==> config.mk <==
export PLATFORM = sky130hd
export DESIGN_NAME = gemm_tile_controller
export DESIGN_NICKNAME = d
export VERILOG_FILES = /design/src/rtl/gemm_tile_controller.sv
export SDC_FILE = /design/constraint.sdc
export NUM_CORES = 1
export LEC_CHECK = 0
export ABC_CLOCK_PERIOD_IN_PS = 4730
export BUFFER_PORTS_ARGS = -buffer_cell sky130_fd_sc_hd__buf_2
export CAP_MARGIN = 40
export CELL_PAD_IN_SITES_DETAIL_PLACEMENT = 1
export CELL_PAD_IN_SITES_GLOBAL_PLACEMENT = 2
export CORE_ASPECT_RATIO = 0.8
export CORE_MARGIN = 5
export CORE_UTILIZATION = 35
export CTS_BUF_LIST = sky130_fd_sc_hd__clkbuf_8
export CTS_CLUSTER_SIZE = 30
export DETAILED_ROUTE_END_ITERATION = 6
export GPL_TIMING_DRIVEN = 0
export HOLD_SLACK_MARGIN = 0.03
export PLACE_DENSITY_LB_ADDON = 0.1
export SLEW_MARGIN = 10
export SYNTH_ARGS = -nofsm -noshare
export SYNTH_HDL_FRONTEND = slang
export SYNTH_SLANG_ARGS = --single-unit
==> constraint.sdc <==
create_clock -name clk_i -period 4.73 [get_ports clk_i]
set_input_delay 0.2365 -clock clk_i [delete_from_list [all_inputs] [get_ports clk_i]]
set_output_delay 0.2365 -clock clk_i [all_outputs]
set_load 0.01 [all_outputs]
==> src/rtl/gemm_tile_controller.sv <==
// Tile sequencer for the GEMM datapath: walks output tiles (m,n) row-major,
// streams K operand reads per tile, drains the mesh, then writes the tile to SRAM C.
module gemm_tile_controller #(
    parameter int AddrWidth     = 12,
    parameter int SizeAddrWidth = 8,
    parameter int MemLatency    = 1,
    parameter int MeshLatency   = 1
) (
    input  logic                     clk_i,
    input  logic                     rst_ni,
    input  logic                     start_i,
    input  logic [SizeAddrWidth-1:0] M_size_i,
    input  logic [SizeAddrWidth-1:0] K_size_i,
    input  logic [SizeAddrWidth-1:0] N_size_i,
    output logic [AddrWidth-1:0]     sram_a_addr_o,
    output logic [AddrWidth-1:0]     sram_b_addr_o,
    output logic [AddrWidth-1:0]     sram_c_addr_o,
    output logic                     sram_c_we_o,
    output logic                     mesh_valid_o,
    output logic                     mesh_clear_o,
    output logic                     busy_o,
    output logic                     done_o
);

    localparam int DrainCycles = MemLatency + MeshLatency;
    localparam int DrainWidth  = (DrainCycles > 1) ? $clog2(DrainCycles) : 1;
    // Wide enough for any size product plus offset, so truncation happens only at the output.
    localparam int ProdWidth   = 2 * SizeAddrWidth + AddrWidth + 1;

    localparam logic [DrainWidth-1:0]    DrainLast = DrainWidth'(DrainCycles - 1);
    localparam logic [DrainWidth-1:0]    DrainOne  = DrainWidth'(1);
    localparam logic [SizeAddrWidth-1:0] SizeOne   = SizeAddrWidth'(1);

    typedef enum logic [2:0] {
        S_IDLE,
        S_FETCH,
        S_DRAIN,
        S_WRITE,
        S_DONE
    } state_e;

    state_e state_q, state_d;

    logic [SizeAddrWidth-1:0] m_size_q, k_size_q, n_size_q;
    logic [SizeAddrWidth-1:0] m_q, n_q, k_q;
    logic [DrainWidth-1:0]    drain_q;
    logic [MemLatency-1:0]    valid_pipe_q;
    logic [MemLatency-1:0]    clear_pipe_q;

    logic sizes_nonzero;
    logic k_last;
    logic n_last;
    logic tile_last;
    logic issue;
    logic issue_first;

    assign sizes_nonzero = (M_size_i != '0) && (K_size_i != '0) && (N_size_i != '0);
    assign k_last        = (k_q == k_size_q - SizeOne);
    assign n_last        = (n_q == n_size_q - SizeOne);
    assign tile_last     = n_last && (m_q == m_size_q - SizeOne);
    assign issue         = (state_q == S_FETCH);
    assign issue_first   = issue && (k_q == '0);

    always_ff @(posedge clk_i or negedge rst_ni) begin
        if (!rst_ni) begin
            state_q <= S_IDLE;
        end else begin
            state_q <= state_d;
        end
    end

    always_comb begin
        state_d = state_q;
        unique case (state_q)
            S_IDLE: begin
                if (start_i) begin
                    state_d = sizes_nonzero ? S_FETCH : S_DONE;
                end
            end
            S_FETCH: begin
                if (k_last) begin
                    state_d = S_DRAIN;
                end
            end
            S_DRAIN: begin
                if (drain_q == DrainLast) begin
                    state_d = S_WRITE;
                end
            end
            S_WRITE: state_d = tile_last ? S_DONE : S_FETCH;
            S_DONE:  state_d = S_IDLE;
            default: state_d = S_IDLE;
        endcase
    end

    // Sizes are captured only on acceptance so mid-run input changes cannot disturb the walk.
    always_ff @(posedge clk_i or negedge rst_ni) begin
        if (!rst_ni) begin
            m_size_q <= '0;
            k_size_q <= '0;
            n_size_q <= '0;
            m_q      <= '0;
            n_q      <= '0;
            k_q      <= '0;
            drain_q  <= '0;
        end else begin
            unique case (state_q)
                S_IDLE: begin
                    if (start_i) begin
                        m_size_q <= M_size_i;
                        k_size_q <= K_size_i;
                        n_size_q <= N_size_i;
                        m_q      <= '0;
                        n_q      <= '0;
                        k_q      <= '0;
                    end
                end
                S_FETCH: begin
                    k_q     <= k_last ? '0 : k_q + SizeOne;
                    drain_q <= '0;
                end
                S_DRAIN: begin
                    drain_q <= drain_q + DrainOne;
                end
                S_WRITE: begin
                    if (n_last) begin
                        n_q <= '0;
                        m_q <= m_q + SizeOne;
                    end else begin
                        n_q <= n_q + SizeOne;
                    end
                end
                default: begin
                end
            endcase
        end
    end

    // Operand-valid and first-k flags travel alongside the SRAM read latency.
    always_ff @(posedge clk_i or negedge rst_ni) begin
        if (!rst_ni) begin
            valid_pipe_q <= '0;
            clear_pipe_q <= '0;
        end else begin
            valid_pipe_q[0] <= issue;
            clear_pipe_q[0] <= issue_first;
            for (int i = 1; i < MemLatency; i++) begin
                valid_pipe_q[i] <= valid_pipe_q[i-1];
                clear_pipe_q[i] <= clear_pipe_q[i-1];
            end
        end
    end

    always_comb begin
        sram_a_addr_o = '0;
        sram_b_addr_o = '0;
        sram_c_addr_o = '0;
        sram_c_we_o   = 1'b0;
        done_o        = 1'b0;
        busy_o        = (state_q != S_IDLE);
        mesh_valid_o  = valid_pipe_q[MemLatency-1];
        mesh_clear_o  = clear_pipe_q[MemLatency-1] && valid_pipe_q[MemLatency-1];
        unique case (state_q)
            S_FETCH: begin
                sram_a_addr_o = AddrWidth'(ProdWidth'(m_q) * ProdWidth'(k_size_q) + ProdWidth'(k_q));
                sram_b_addr_o = AddrWidth'(ProdWidth'(n_q) * ProdWidth'(k_size_q) + ProdWidth'(k_q));
            end
            S_WRITE: begin
                sram_c_we_o   = 1'b1;
                sram_c_addr_o = AddrWidth'(ProdWidth'(m_q) * ProdWidth'(n_size_q) + ProdWidth'(n_q));
            end
            S_DONE: begin
                done_o = 1'b1;
            end
            default: begin
            end
        endcase
    end

endmodule

==> results.txt <==
----------------------------------------------------
[Logic synthesis]
  Number of register bits inferred by synthesis ... 54
  Yosys top cell area share ... 0.260
  Cell Area, Synth ... 8990 um^2
  Net Count, Synth ... 1313
  Mean instance size in the synthesized netlist ... 8.23 um^2
  Asr flop ratio synth ... 1.00
  Cells after Synth ... 1093
  Cell taking the most area after synthesis ... sky130_fd_sc_hd__fa_1
  Count of synthesis-stage warnings from yosys ... 0
  Number of flops mapped to enable cells by yosys ... 0
  Proportion of synthesized chip area in sequential cells ... 0.150
  Distinct cell type count after synthesis ... 53
  Primary FF master, synth ... sky130_fd_sc_hd__dfrtp_1
  Leading cell types by total area after synthesis ... sky130_fd_sc_hd__fa_1, sky130_fd_sc_hd__dfrtp_1, sky130_fd_sc_hd__ha_1

[Pwr]
  Worst-case vdd ir drop ... 0.000313 V
  Power density cells ... 449 nW/um^2
  Power, Total ... 0.00500 W
  Static leakage power ... 5.50 nW

[Detailed routing]
  First-iteration detailed-routing DRC count ... 370
  Routed Antenna Nets ... 0
  Total wirelength of the detailed-routed design ... 28200 um
  Vias/cell ... 4.87
  Routed via count ... 7565
  Mean routed wirelength per cell ... 18.1 um
  Post-detailed-route DRC marker count ... 0
  Router iterations before antenna repair ... 4

[Layout]
  Most common cell after layout, fill and taps aside ... sky130_fd_sc_hd__inv_1
  Commonest non-fill, non-tap cells in the layout ... sky130_fd_sc_hd__inv_1, sky130_fd_sc_hd__nand2_1, sky130_fd_sc_hd__and2_1, sky130_fd_sc_hd__fa_1, sky130_fd_sc_hd__buf_2
  Relative area change from synthesis to final layout ... 23.8%
  Layout Cells excl Fill ... 1554
  Fraction of layout instances using a drive strength above 1 ... 0.249
  Fin nets ... 1448

[Placed design]
  Setup slack at placement ... -0.850 ns
  Buffers on Ports ... 67
  Number of placed instances, taps included ... 1486
  Hpwl dp ... 21600 um
  Gp weighted congestion ... 0.797

[Critical path]
  Sort of element at the start of the critical path ... flop
  Type of element capturing the critical path ... output pin
  Start-to-end type of the worst setup path ... flop to output pin
  Worst Path Max Fanout ... 7
  Cell repeated most along the worst path ... sky130_fd_sc_hd__fa_1
  Data required time at the worst endpoint ... 4.49 ns
  Max stage delay cell, worst path ... sky130_fd_sc_hd__fa_1
  Maximum cell stage delay along the critical path ... 0.56 ns
  Dominant delay contributor by cell family on the critical path ... adder cells
  Cells along the critical path ... buf_6 > buf_4 > nand2_2 > fa_1 > inv_1 > fa_1 > ha_1 > inv_2 > fa_1 > inv_1 > ha_1 > a21o_1 > a21oi_2 > nand2b_4 > a21oi_2 > o41ai_2 > xor2_1 > nor2_1 > buf_2
  Worst path arrival time ... 4.47 ns
  CP bufs+invs ... 6

[Global route]
  Total global-route track usage ... 0.196
  Remaining global-route overflow ... 0
  Wire length of the first global-routing pass ... 45200 um
  Initial antenna violation count ... 0
  Number of global-route vias before repair ... 8222
  Largest net degree at the start of global routing ... 55

[Floorplanning]
  Number of I/O pins ... 68
  Die X ... 189 um
  Initial Utilization ... 0.355
  Die ar. ... 29000 um^2
  Number of standard-cell rows in the floorplan ... 52
  Die height ... 153 um
  Placeable Area ... 25300 um^2

[STA]
  Setup Viol. Count Final ... 0
  Unrepaired setup endpoints after global routing ... yes
  Minimum clock period after layout ... 4.70 ns
  Worst hold slack across all endpoints ... 0.0995 ns
  Total count of max-transition violations in the final report ... 0
  Clock Skews ... 0.0191 ns
  Transition time of the tightest slew-check pin ... 0.752 ns
  Relative slew slack ... 0.499
  Setup WS post-layout ... 0.0272 ns
  Period utilization ... 0.994
  Max Clk Rate ... 213 MHz
  Fin. Hold Viols ... 0

[Clock network]
  TritonCTS Buffers ... 5
  Clock edge transition at the registers on the reported setup and hold paths ... 0.12 ns
  Clock tree from TritonCTS ... built
  Latest clock arrival within the worst-skew pair ... 0.34 ns
  Sink Count ... 54
  CTS HTree Levels ... 2
  Root buffer cell ... sky130_fd_sc_hd__clkbuf_8
  Buffer levels on the longest clock path ... 2

[Hold path]
  Worst hold-check path type ... primary input to flop

[Status]
  Outcome ... complete, no violations

[Run]
  Number of max-cap violations ... 0

----------------------------------------------------
[per-stage QoR]
stage                     utilization  setup TNS, ns  cell area [um^2]
after floorplan                     -              0              8990
after global placement          0.385          -8.23              9740
after detailed placement        0.386          -8.54              9760
after CTS                       0.421         -0.213             10700
after global routing            0.440          -1.05             11100
final                           0.440              0             11100
[worst min-delay path: stages]
cell and delay [ns]:
sky130_fd_sc_hd__buf_2 0.09, sky130_fd_sc_hd__nand2_1 0.04, sky130_fd_sc_hd__nand2_1 0.04
[synth_stat cells (all sizes together), types with 3 or more instances]
master / n
inv: 196
nand2: 154
and2: 117
fa: 117
ha: 76
dfrtp: 54
clkbuf: 51
nor2: 50
xnor2: 43
xor2: 28
o21ai: 27
a21oi: 23
nor3: 21
nand3: 19
nor2b: 10
nor4: 9
a31oi: 8
and3: 8
nand4: 7
nand2b: 6
o22ai: 6
or4: 6
buf: 5
o41ai: 5
or2: 5
or3: 5
a21o: 4
o31ai: 4
nor3b: 3
o211ai: 3
o21a: 3
[sequential cells by signal (all words and copies together), names as in the netlist]
| name | cells |
|---|---|
| clear_pipe_q | 1 |
| m_size_q | 8 |
| state_q | 3 |
| n_size_q | 8 |
| drain_q | 1 |
| k_size_q | 8 |
| k_q | 8 |
| m_q | 8 |
| n_q | 8 |
| mesh_valid_o | 1 |
[cells by family after synthesis]
kind of cell    after synthesis  synth area share
fa+ha+maj                   193             0.366
simple gates                426             0.239
xor+xnor                     71            0.0691
compound gates               94            0.0677
buf+inv                     253             0.106
flops                        54             0.150
mux                           2           0.00223
[per-layer routing]
layer / global-route usage / vias up / share of wire
met5: 0 / - / 0
met4: 0.0331 / 0 / 0.011
met3: 0.0198 / 18 / 0.034
met2: 0.307 / 102 / 0.44
met1: 0.299 / 3803 / 0.51
li1: - / 3642 / -
[final timing paths]
| kind | startpoint | endpoint | slack (ns) | cells past startpoint |
|---|---|---|---|---|
| worst max-delay path | k_size_q[0]$_DFFE_PN0P_ | sram_a_addr_o[10] | 0.03 | 19 |
| worst min-delay path | N_size_i[6] | n_size_q[6]$_DFFE_PN0P_ | 0.1 | 3 |
| worst max register to register | n_size_q[1]$_DFFE_PN0P_ | m_q[6]$_DFFE_PN0P_ | 1.52 | 12 |
| worst min register to register | m_size_q[7]$_DFFE_PN0P_ | m_size_q[7]$_DFFE_PN0P_ | 0.52 | 2 |
| max in group asynchronous | rst_ni | k_size_q[5]$_DFFE_PN0P_ | 3.67 | 2 |
| min in group asynchronous | rst_ni | n_q[6]$_DFFE_PN0P_ | 0.48 | 2 |
[where the power goes]
part	leakage (nW)	total, W	switching, W	internal [W]
logic	4.78	0.00374	0.00211	0.00163
clock network	0.0556	0.000329	0.000173	0.000156
registers	0.658	0.000928	0.000288	0.000640
[layout make-up]
| type | instances | area, um^2 |
|---|---|---|
| Clock inverter | 3 | 41.3 |
| Tap cell | 324 | 405 |
| Clock buffer | 5 | 68.8 |
| Antenna cell | 1 | 2.50 |
| Inverter | 197 | 743 |
| Multi-Input combinational cell | 786 | 7070 |
| Buffer | 36 | 363 |
| Timing Repair Buffer | 148 | 1050 |
| Fill cell | 3074 | 14200 |
| Sequential cell | 54 | 1390 |
[what timing repair did]
item,4_1_cts,5_1_grt
setup buffers,53,23
resized for setup,137,75
cloned,1,1
hold endpoints to repair,54,0
hold buffers,1,0
endpoints found under the setup margin,23,11
pin swaps,25,65
No activity file was read; power rests on OpenSTA's default activity.
